<file path="config.mk">
export PLATFORM = sky130hd
export DESIGN_NAME = cmd_dispatcher
export DESIGN_NICKNAME = d
export VERILOG_FILES = /design/src/rtl/cmd_pkg.sv /design/src/rtl/cmd_time_cmp.sv /design/src/rtl/cmd_dispatcher.sv
export SDC_FILE = /design/constraint.sdc
export NUM_CORES = 1
export LEC_CHECK = 0
export ABC_AREA = 1
export BUFFER_PORTS_ARGS = -buffer_cell sky130_fd_sc_hd__clkbuf_2
export CAP_MARGIN = 20
export CORE_MARGIN = 2
export CORE_UTILIZATION = 55
export DETAILED_ROUTE_END_ITERATION = 8
export PLACE_DENSITY = 0.81
export SYNTH_ARGS = -nofsm -noshare
export SYNTH_HDL_FRONTEND = slang
export SYNTH_HIERARCHICAL = 1
export SYNTH_SLANG_ARGS = --single-unit
</file>
<file path="constraint.sdc">
create_clock -name clk -period 4.2 [get_ports clk]
set_input_delay 0.42 -clock clk [delete_from_list [all_inputs] [get_ports clk]]
set_output_delay 0.42 -clock clk [all_outputs]
set_load 0.03 [all_outputs]
</file>
<file path="src/rtl/cmd_pkg.sv">
// cmd_pkg -- shared definitions for the command dispatch path: FSM state
// encoding, 80-bit command word layout and opcodes understood by the pin
// controllers.
package cmd_pkg;

  localparam int CMD_WIDTH = 80;

  // Command word layout (first EBI word lands in [79:64]).
  localparam int START_LSB  = 48;
  localparam int START_W    = 32;
  localparam int UNIT_LSB   = 40;
  localparam int UNIT_W     = 8;
  localparam int OPCODE_LSB = 32;
  localparam int OPCODE_W   = 8;
  localparam int DATA_LSB   = 0;
  localparam int DATA_W     = 32;

  // Opcodes shared with the pin/unit controllers.
  localparam logic [7:0] OP_NOP       = 8'h00;
  localparam logic [7:0] OP_PIN_SET   = 8'h01;
  localparam logic [7:0] OP_PIN_CLR   = 8'h02;
  localparam logic [7:0] OP_PIN_PULSE = 8'h03;
  localparam logic [7:0] OP_SAMPLE    = 8'h04;

  typedef enum logic [1:0] {
    IDLE  = 2'd0,
    LATCH = 2'd1,
    WAIT  = 2'd2,
    ISSUE = 2'd3
  } state_t;

  // Field order matches the bit positions above, so a plain cast of the
  // FIFO word yields the decoded command.
  typedef struct packed {
    logic [31:0] start_time;
    logic [7:0]  unit;
    logic [7:0]  opcode;
    logic [31:0] data;
  } cmd_t;

  function automatic logic unit_valid(input logic [7:0] unit, input int num_units);
    return int'(unit) < num_units;
  endfunction

endpackage

</file>
<file path="src/rtl/cmd_time_cmp.sv">
// cmd_time_cmp -- wrap-safe modular time compare. "due" is high when now is
// at or past start_time, valid for distances below 2^31 ticks.
module cmd_time_cmp (
  input  logic [31:0] now,
  input  logic [31:0] start_time,
  output logic        due
);

  logic [31:0] diff;

  // NOTE: continuous assigns for pure combinational logic cannot infer a latch.
  assign diff = now - start_time;
  assign due  = ~diff[31];

endmodule

</file>
<file path="src/rtl/cmd_dispatcher.sv">
// cmd_dispatcher -- pops 80-bit commands from the EBI command FIFO, holds each
// until global_clock reaches its start time, then issues it to a unit
// controller over a strobe/ack handshake.
// Optional ack timeout: define CMD_DISPATCH_TIMEOUT_EN.
module cmd_dispatcher
  import cmd_pkg::*;
#(
  parameter int NUM_UNITS   = 64,
  parameter int ACK_TIMEOUT = 255
) (
  input  logic        clk,
  input  logic        rst,
  input  logic [79:0] cmd_fifo_data_out,
  input  logic        cmd_fifo_empty,
  output logic        cmd_fifo_rd_en,
  input  logic [31:0] global_clock,
  output logic [7:0]  unit_addr,
  output logic [7:0]  unit_opcode,
  output logic [31:0] unit_data,
  output logic        unit_strobe,
  input  logic        unit_ack,
  output logic        busy,
  output logic        err_bad_unit,
  output logic        err_timeout,
  input  logic        err_clr
);

  state_t state;
  cmd_t   cmd_q;
  cmd_t   cmd_in;
  logic   armed;
  logic   time_due;
  logic   due;

`ifdef CMD_DISPATCH_TIMEOUT_EN
  localparam int TO_W = ($clog2(ACK_TIMEOUT + 1) > 8) ? $clog2(ACK_TIMEOUT + 1) : 8;
  localparam logic [TO_W-1:0] TO_LAST = TO_W'(ACK_TIMEOUT - 1);
  logic [TO_W-1:0] ack_cnt;
  logic            err_timeout_q;
  assign err_timeout = err_timeout_q;
`else
  assign err_timeout = 1'b0;
`endif

  assign cmd_in = cmd_t'(cmd_fifo_data_out);

  cmd_time_cmp u_time_cmp (
    .now        (global_clock),
    .start_time (cmd_q.start_time),
    .due        (time_due)
  );

  // A zero start time is the host's "run now" marker, regardless of distance.
  assign due  = (cmd_q.start_time == '0) || time_due;
  assign busy = (state != IDLE);

  // The FIFO is non-FWFT: popping during IDLE puts the word on the bus while
  // we sit in LATCH. armed keeps the pop low while reset is asserted.
  assign cmd_fifo_rd_en = armed && (state == IDLE) && !cmd_fifo_empty;

  // Dispatch FSM with registered unit-side outputs and sticky error flags.
  always_ff @(posedge clk or negedge rst) begin
    if (!rst) begin
      state        <= IDLE;
      cmd_q        <= '0;
      armed        <= 1'b0;
      unit_addr    <= '0;
      unit_opcode  <= '0;
      unit_data    <= '0;
      unit_strobe  <= 1'b0;
      err_bad_unit <= 1'b0;
`ifdef CMD_DISPATCH_TIMEOUT_EN
      ack_cnt       <= '0;
      err_timeout_q <= 1'b0;
`endif
    end else begin
      // NOTE: non-blocking assignments keep every flop sampling pre-edge values.
      armed <= 1'b1;

      // Clear first so a new error raised below in the same cycle wins.
      if (err_clr) begin
        err_bad_unit <= 1'b0;
`ifdef CMD_DISPATCH_TIMEOUT_EN
        err_timeout_q <= 1'b0;
`endif
      end

      case (state)
        IDLE: begin
          if (cmd_fifo_rd_en) state <= LATCH;
        end

        LATCH: begin
          cmd_q <= cmd_in;
          if (!unit_valid(cmd_in.unit, NUM_UNITS)) begin
            err_bad_unit <= 1'b1;
            state        <= IDLE;
          end else begin
            state <= WAIT;
          end
        end

        WAIT: begin
          if (due) begin
            unit_addr   <= cmd_q.unit;
            unit_opcode <= cmd_q.opcode;
            unit_data   <= cmd_q.data;
            unit_strobe <= 1'b1;
            state       <= ISSUE;
`ifdef CMD_DISPATCH_TIMEOUT_EN
            ack_cnt <= '0;
`endif
          end
        end

        ISSUE: begin
          if (unit_ack) begin
            unit_strobe <= 1'b0;
            state       <= IDLE;
          end
`ifdef CMD_DISPATCH_TIMEOUT_EN
          else if (ack_cnt == TO_LAST) begin
            unit_strobe   <= 1'b0;
            err_timeout_q <= 1'b1;
            state         <= IDLE;
          end else begin
            ack_cnt <= ack_cnt + 1'b1;
          end
`endif
        end

        default: state <= IDLE;
      endcase
    end
  end

endmodule

</file>
Yosys cells after proc, flatten, opt, wreduce, memory -nomap -nowiden
Cells that the tools add are included.
Word-level totals
  flip-flop bits (word level): 133
  word-level logic and storage cells: 42
Operators by class
  add/sub/neg operators: 1
  $lt $le $gt $ge: 1
  eq/ne operators: 6
  mux-type cells: 11
  bitwise logic cells: 1
  reduce and logical (&&, ||, !) cells: 11
Operators with widths (number)
  zero test 32 bit: 1
  subtractor 32 bit: 1
  < comparator 8 x 7 -> 1 bit, second input constant: 1
  two-way mux 2 bit: 4
  case mux 2 bit (4 select lines): 1
  != test 2 bit, second input constant: 3
  AND reduction 3 bit: 2
  two-way mux 1 bit: 5
  == test 2 bit, second input constant: 2
  nonzero test 2 bit: 2
  == test 2 x 1 -> 1 bit, second input constant: 1
  logical AND 1 bit: 2
  zero test 2 bit: 1
  case mux 1 bit (2 select lines): 1
  AND reduction 2 bit: 1
  zero test 1 bit: 1
  logical OR 1 bit: 1
  NOT 1 bit: 1

Depth between registers and ports, before layout
  depth after elaboration: 5
  depth in mapped cells: 21

Modules after synthesis
Netlist, hierarchy kept.
By module, submodules not included
  cmd_dispatcher: instances 1, cells each 619, area an instance 5263.8 µm², seq. area each 3328.2 µm²
  cmd_time_cmp: instances 1, cells each 153, area an instance 898.4 µm², seq. area each 0.0 µm²

Worst setup path before layout
OpenSTA, ideal clock, no wires.
  kind: input -> register
  start: in global_clock[30]
  end: reg unit_addr[5]
  arrival: 1.929 ns
  data required time: 4.082 ns
  path slack: 2.153 ns
  stages on the path: 17
  path buffers: 2
  cell sequence: ha_1 -> nand2_1 -> nor2_2 -> and2_4 -> nand2_2 -> nor2_2 -> nand2_1 -> nand2_1 -> nand2_1 -> nand2_1 -> inv_1 -> o21ai_2 -> nand2_1 -> buf_4 -> buf_6 -> nand2_1 -> nand2_1
Between the ends
  word-level cells in the longest chain between the ends: 4
Ends and longest elaborated chain
  from (decl): line cmd_dispatcher.sv:16  | input logic [31:0] global_clock,
  subtractor 32 bit: line cmd_time_cmp.sv:12  | assign diff = now - start_time;
  NOT 1 bit: line cmd_time_cmp.sv:13  | assign due = ~diff[31];
  named net time_due: line cmd_dispatcher.sv:32  | logic time_due;
  logical OR 1 bit: line cmd_dispatcher.sv:54  | assign due = (cmd_q.start_time == '0) || time_due;
  AND reduction 2 bit (no source line)
  to (signal assigned): line cmd_dispatcher.sv:105  | unit_addr <= cmd_q.unit;
  to (decl): line cmd_dispatcher.sv:17  | output logic [7:0] unit_addr,
The timed path passes the listed nets, and every way through them passes these cells.
A chain may end at the register's enable or synchronous reset.

Worst setup path after layout
  start: reg cmd_q[54] (netlist name)
  end: reg unit_data[20]
Between the ends
  word-level cells in the longest chain between the ends: 4
  elaborated cells on any way between the ends: 5
  classes of those cells: add/sub: 1; bitwise: 1; reduce/logical: 3
Ends and longest elaborated chain
  from (decl): line cmd_dispatcher.sv:29  | cmd_t cmd_q;
  from (signal assigned): line cmd_dispatcher.sv:94  | cmd_q <= cmd_in;
  subtractor 32 bit: line cmd_time_cmp.sv:12
  NOT 1 bit: line cmd_time_cmp.sv:13
  named net time_due: line cmd_dispatcher.sv:32
  logical OR 1 bit: line cmd_dispatcher.sv:54
  AND reduction 2 bit (no source line)
  to (signal assigned): line cmd_dispatcher.sv:107  | unit_data <= cmd_q.data;
  to (decl): line cmd_dispatcher.sv:19  | output logic [31:0] unit_data,
The timed path passes the listed nets, and every way through them passes these cells.

==> results.toml <==
[cts]
post-cts-setup-buffers = 0
ctsResizeCount = 0
cts.path.max_buffers = 2
cts_sinks = 133
cts_hold_buf = 0
root_buffer = "clkbuf_8"
clock_latency_ps = 510
cts_tree = "yes"
clk_transition_reported_paths_ps = 60
h-tree-depth = 4
cts_made_buffers = 17

[floorplan]
die_w_um = 110
io_pins = 170
core_area_mm2 = 0.0109
dieArea_mm2 = 0.0121
rows = 38
start_util_pct = 56.6
fp.dieH_um = 110

[global_route]
grt_max_degree = 101
grt_util_all_layers_pct = 25.2
grt_pass1_wl_um = 23400
grt_pass1_vias = 5175
antenna_found_initial = 0
grt_overflow_total = 0

[logic_synthesis]
synth_top_family_by_area = "simple AND/OR/NAND/NOR gates"
synth-simple-area-share_pct = 31.6
synthMuxAreaShare_pct = 0
synth_xor_xnor_area_share_pct = 0.447
yosysWarnings = 6
yosysUniqueCellTypes = 25
syn-num-nets = 919
synthAdderAreaFrac_pct = 6.09
avgSynthCellArea_um2 = 7.98
syn_area_mm2 = 0.00616
ys_seq_area_share_pct = 54.0
ys_ff_latch = 133
synth_compound_area_share_pct = 1.66
syn_inst = 772

[setup_path]
crit_path_cell_trace = "inv_1 -> ha_1 -> nand2_1 -> inv_1 -> a21oi_1 -> nand2_1 -> nand2_1 -> nand2_1 -> nand2_1 -> nand2_1 -> nand2_1 -> nand2_1 -> inv_1 -> o21ai_4 -> nand2_2 -> nand2_1 -> nand2_1"
cp_slowest_cell = "nand2_2"
reg2regPathDepth = 17
reg2reg_setup_slack_ps = 1510
crit_path_max_fanout = 49
crit_path_max_incr_delay_ps = 690
worstSetupPathType = "reg -> reg"
worst_setup_path_start_kind = "flop"
reg2reg_to = "unit_data[20]$_DFFE_PN0P_"
crit_arrival_ps = 3130
regToRegStartpoint = "cmd_q[54]$_DFFE_PN0P_"
worst_path_most_repeated_cell = "nand2_1"
crit_required_ps = 4640
cp-end-kind = "flop"

[sta]
slew_viol_final = 0
max_slew_margin_pct = 36.8
worst_slew_pin_slew_ps = 945
finalSetupTns_ps = 0
finalCriticalPeriod_ps = 2690
fin_ws_ps = 1510
finClkSkew_ps = 12.8
setup_viol = 0
hold_slack_ps = -24.2
rsz0062_at_grt = "no"
hold_viol_final = 17
timing.fmax_ghz = 0.371
min_period_over_period_pct = 64.1

[route]
avgRoutedWirePerCell_um = 13.0
viasPerCell = 4.90
drt_iter0_drc = 441
routed_wl_um = 14100
detail-route-antenna-nets = 0
drc = 0
dr_total_vias = 5316
dr.pass1.iters = 5

[finish]
syn_to_final_growth_pct = 24.0
num_antenna_cells = 0
drive_gt1_share_pct = 22.7
fin_nets = 1079

[pwr]
switchingPower_w = 0.00275
p_per_area_mw_per_mm2 = 819
p_leak_nw = 4.54
pwr-share-comb_pct = 42.1
clkPwrFrac_pct = 21.7
ir_drop_mv = 0.569
pwr-share-seq_pct = 36.2
swShare_pct = 43.9
power.internal_w = 0.00351

[placement]
dp_hpwl_um = 9400
place_ws_ps = 1490
portBuffers = 168
gp_congestion = 0.844

[job]
maxCapViolations = 0

[run_status]
outcome = "finished with violations"
violations = "negative hold slack"

[hold_path]
hold_path.class = "in -> async"
-- cell usage in the layout (no fill, tap or decap), types with 2 or more instances in the layout --
| cell | n |
|---|---|
| clkbuf_8 | 3 |
| ha_1 | 30 |
| inv_6 | 2 |
| clkinv_2 | 4 |
| buf_4 | 5 |
| nor2_2 | 3 |
| nand2_2 | 2 |
| nor2_4 | 2 |
| a21o_1 | 2 |
| clkbuf_16 | 16 |
| nor2_1 | 32 |
| dfrtp_1 | 133 |
| inv_1 | 57 |
| clkinv_4 | 4 |
| nand2_1 | 404 |
| a21oi_1 | 12 |
| clkbuf_2 | 167 |
| nand3_1 | 51 |
| conb_1 | 2 |
-- worst max-delay path by stage --
stage / from / end / slack [ps] / cells past startpoint
CTS: cmd_q[54]$_DFFE_PN0P_ / unit_data[1]$_DFFE_PN0P_ / 1500 / 17
global placement: global_clock[14] / unit_data[16]$_DFFE_PN0P_ / 1570 / 17
global route: cmd_q[61]$_DFFE_PN0P_ / unit_opcode[5]$_DFFE_PN0P_ / 1210 / 16
detailed placement: global_clock[2] / unit_opcode[5]$_DFFE_PN0P_ / 1490 / 19
finish: cmd_q[54]$_DFFE_PN0P_ / unit_data[20]$_DFFE_PN0P_ / 1510 / 17
floorplan: global_clock[30] / unit_addr[5]$_DFFE_PN0P_ / 2150 / 17
-- final cells by class --
type | instances | area (um^2)
clock buffer | 20 | 445
clock inverter | 11 | 103
fill | 921 | 3240
inverter | 59 | 221
multi-input combinational | 548 | 2490
sequential | 133 | 3330
tap | 140 | 175
timing repair buffer | 173 | 885
-- power by group through the flow --
| stage | Combinational (W) | Clock (W) | Sequential [W] |
|---|---|---|---|
| after CTS | 0.00266 | 0.00138 | 0.00226 |
| after floorplan | 0.00159 | 0 | 0.00258 |
| final | 0.00264 | 0.00136 | 0.00227 |
| after detailed placement | 0.00265 | 0 | 0.00227 |
| after global routing | 0.00303 | 0.00144 | 0.00234 |
| after global placement | 0.00255 | 0 | 0.00226 |
-- flip-flops by register name (all words and copies together) (netlist names), named ones only --
| register | flops |
|---|---|
| err_bad_unit | 1 |
| unit_addr | 8 |
| unit_opcode | 8 |
| cmd_q | 80 |
| armed | 1 |
| state | 1 |
| unit_strobe | 1 |
| unit_data | 32 |
-- stage by stage --
stage | utilization, % | total power, W | area, um^2 | cells
3_5_place_dp | 65.2 | 0.00492 | 7100 | 1053
5_1_grt | 70.2 | 0.00681 | 7640 | 1084
3_3_place_gp | 65.2 | 0.00482 | 7100 | 1053
6_report | 70.2 | 0.00626 | 7640 | 1084
2_1_floorplan | - | 0.00418 | 6160 | 772
4_1_cts | 70.2 | 0.00631 | 7640 | 1084
-- cells by family (layout without fill, tap and decap cells) --
group	after synthesis	count (layout)
other	2	2
adders and majority gates	30	30
DFF	133	133
buffers and inverters	91	263
AOI/OAI and AO/OA	18	18
and+or+nand+nor	497	497
xor gates and xnor gates	1	1
-- synth_stat cells --
cell	n	area share, %
a21oi_1	12	0.97
nor3_1	1	0.081
inv_2	1	0.061
o21ai_0	1	0.081
buf_6	1	0.18
buf_4	5	0.61
and2_4	1	0.14
nor2_2	3	0.30
nand2_1	405	25
inv_1	57	3.5
nor2_1	34	2.1
a21o_1	2	0.24
buf_2	4	0.32
dfrtp_1	133	54
o31ai_1	1	0.12
nand4_1	1	0.10
o22ai_1	1	0.10
ha_1	30	6.1
clkinv_1	1	0.061
nand2_2	1	0.10
nand3_1	51	4.1
xnor2_4	1	0.45
o21ai_2	1	0.14
conb_1	2	0.12
clkbuf_1	22	1.3
-- worst max-delay path, delay by kind of cell (launching register included) --
family / cells / cell delay (ps)
flip-flops: 1 / 380
AO/OA/AOI/OAI: 2 / 210
buffers and inverters: 3 / 210
adder cells (fa/ha/maj): 1 / 290
AND/OR/NAND/NOR: 11 / 1520
-- metal layers --
layer,track usage [%],share of wire [%],up-vias
met5,0,0,-
li1,-,-,2676
met2,42.2,49,152
met4,7.87,1.3,0
met1,32.3,44,2471
met3,6.28,5.7,17
(Power assumes the default switching activity.)
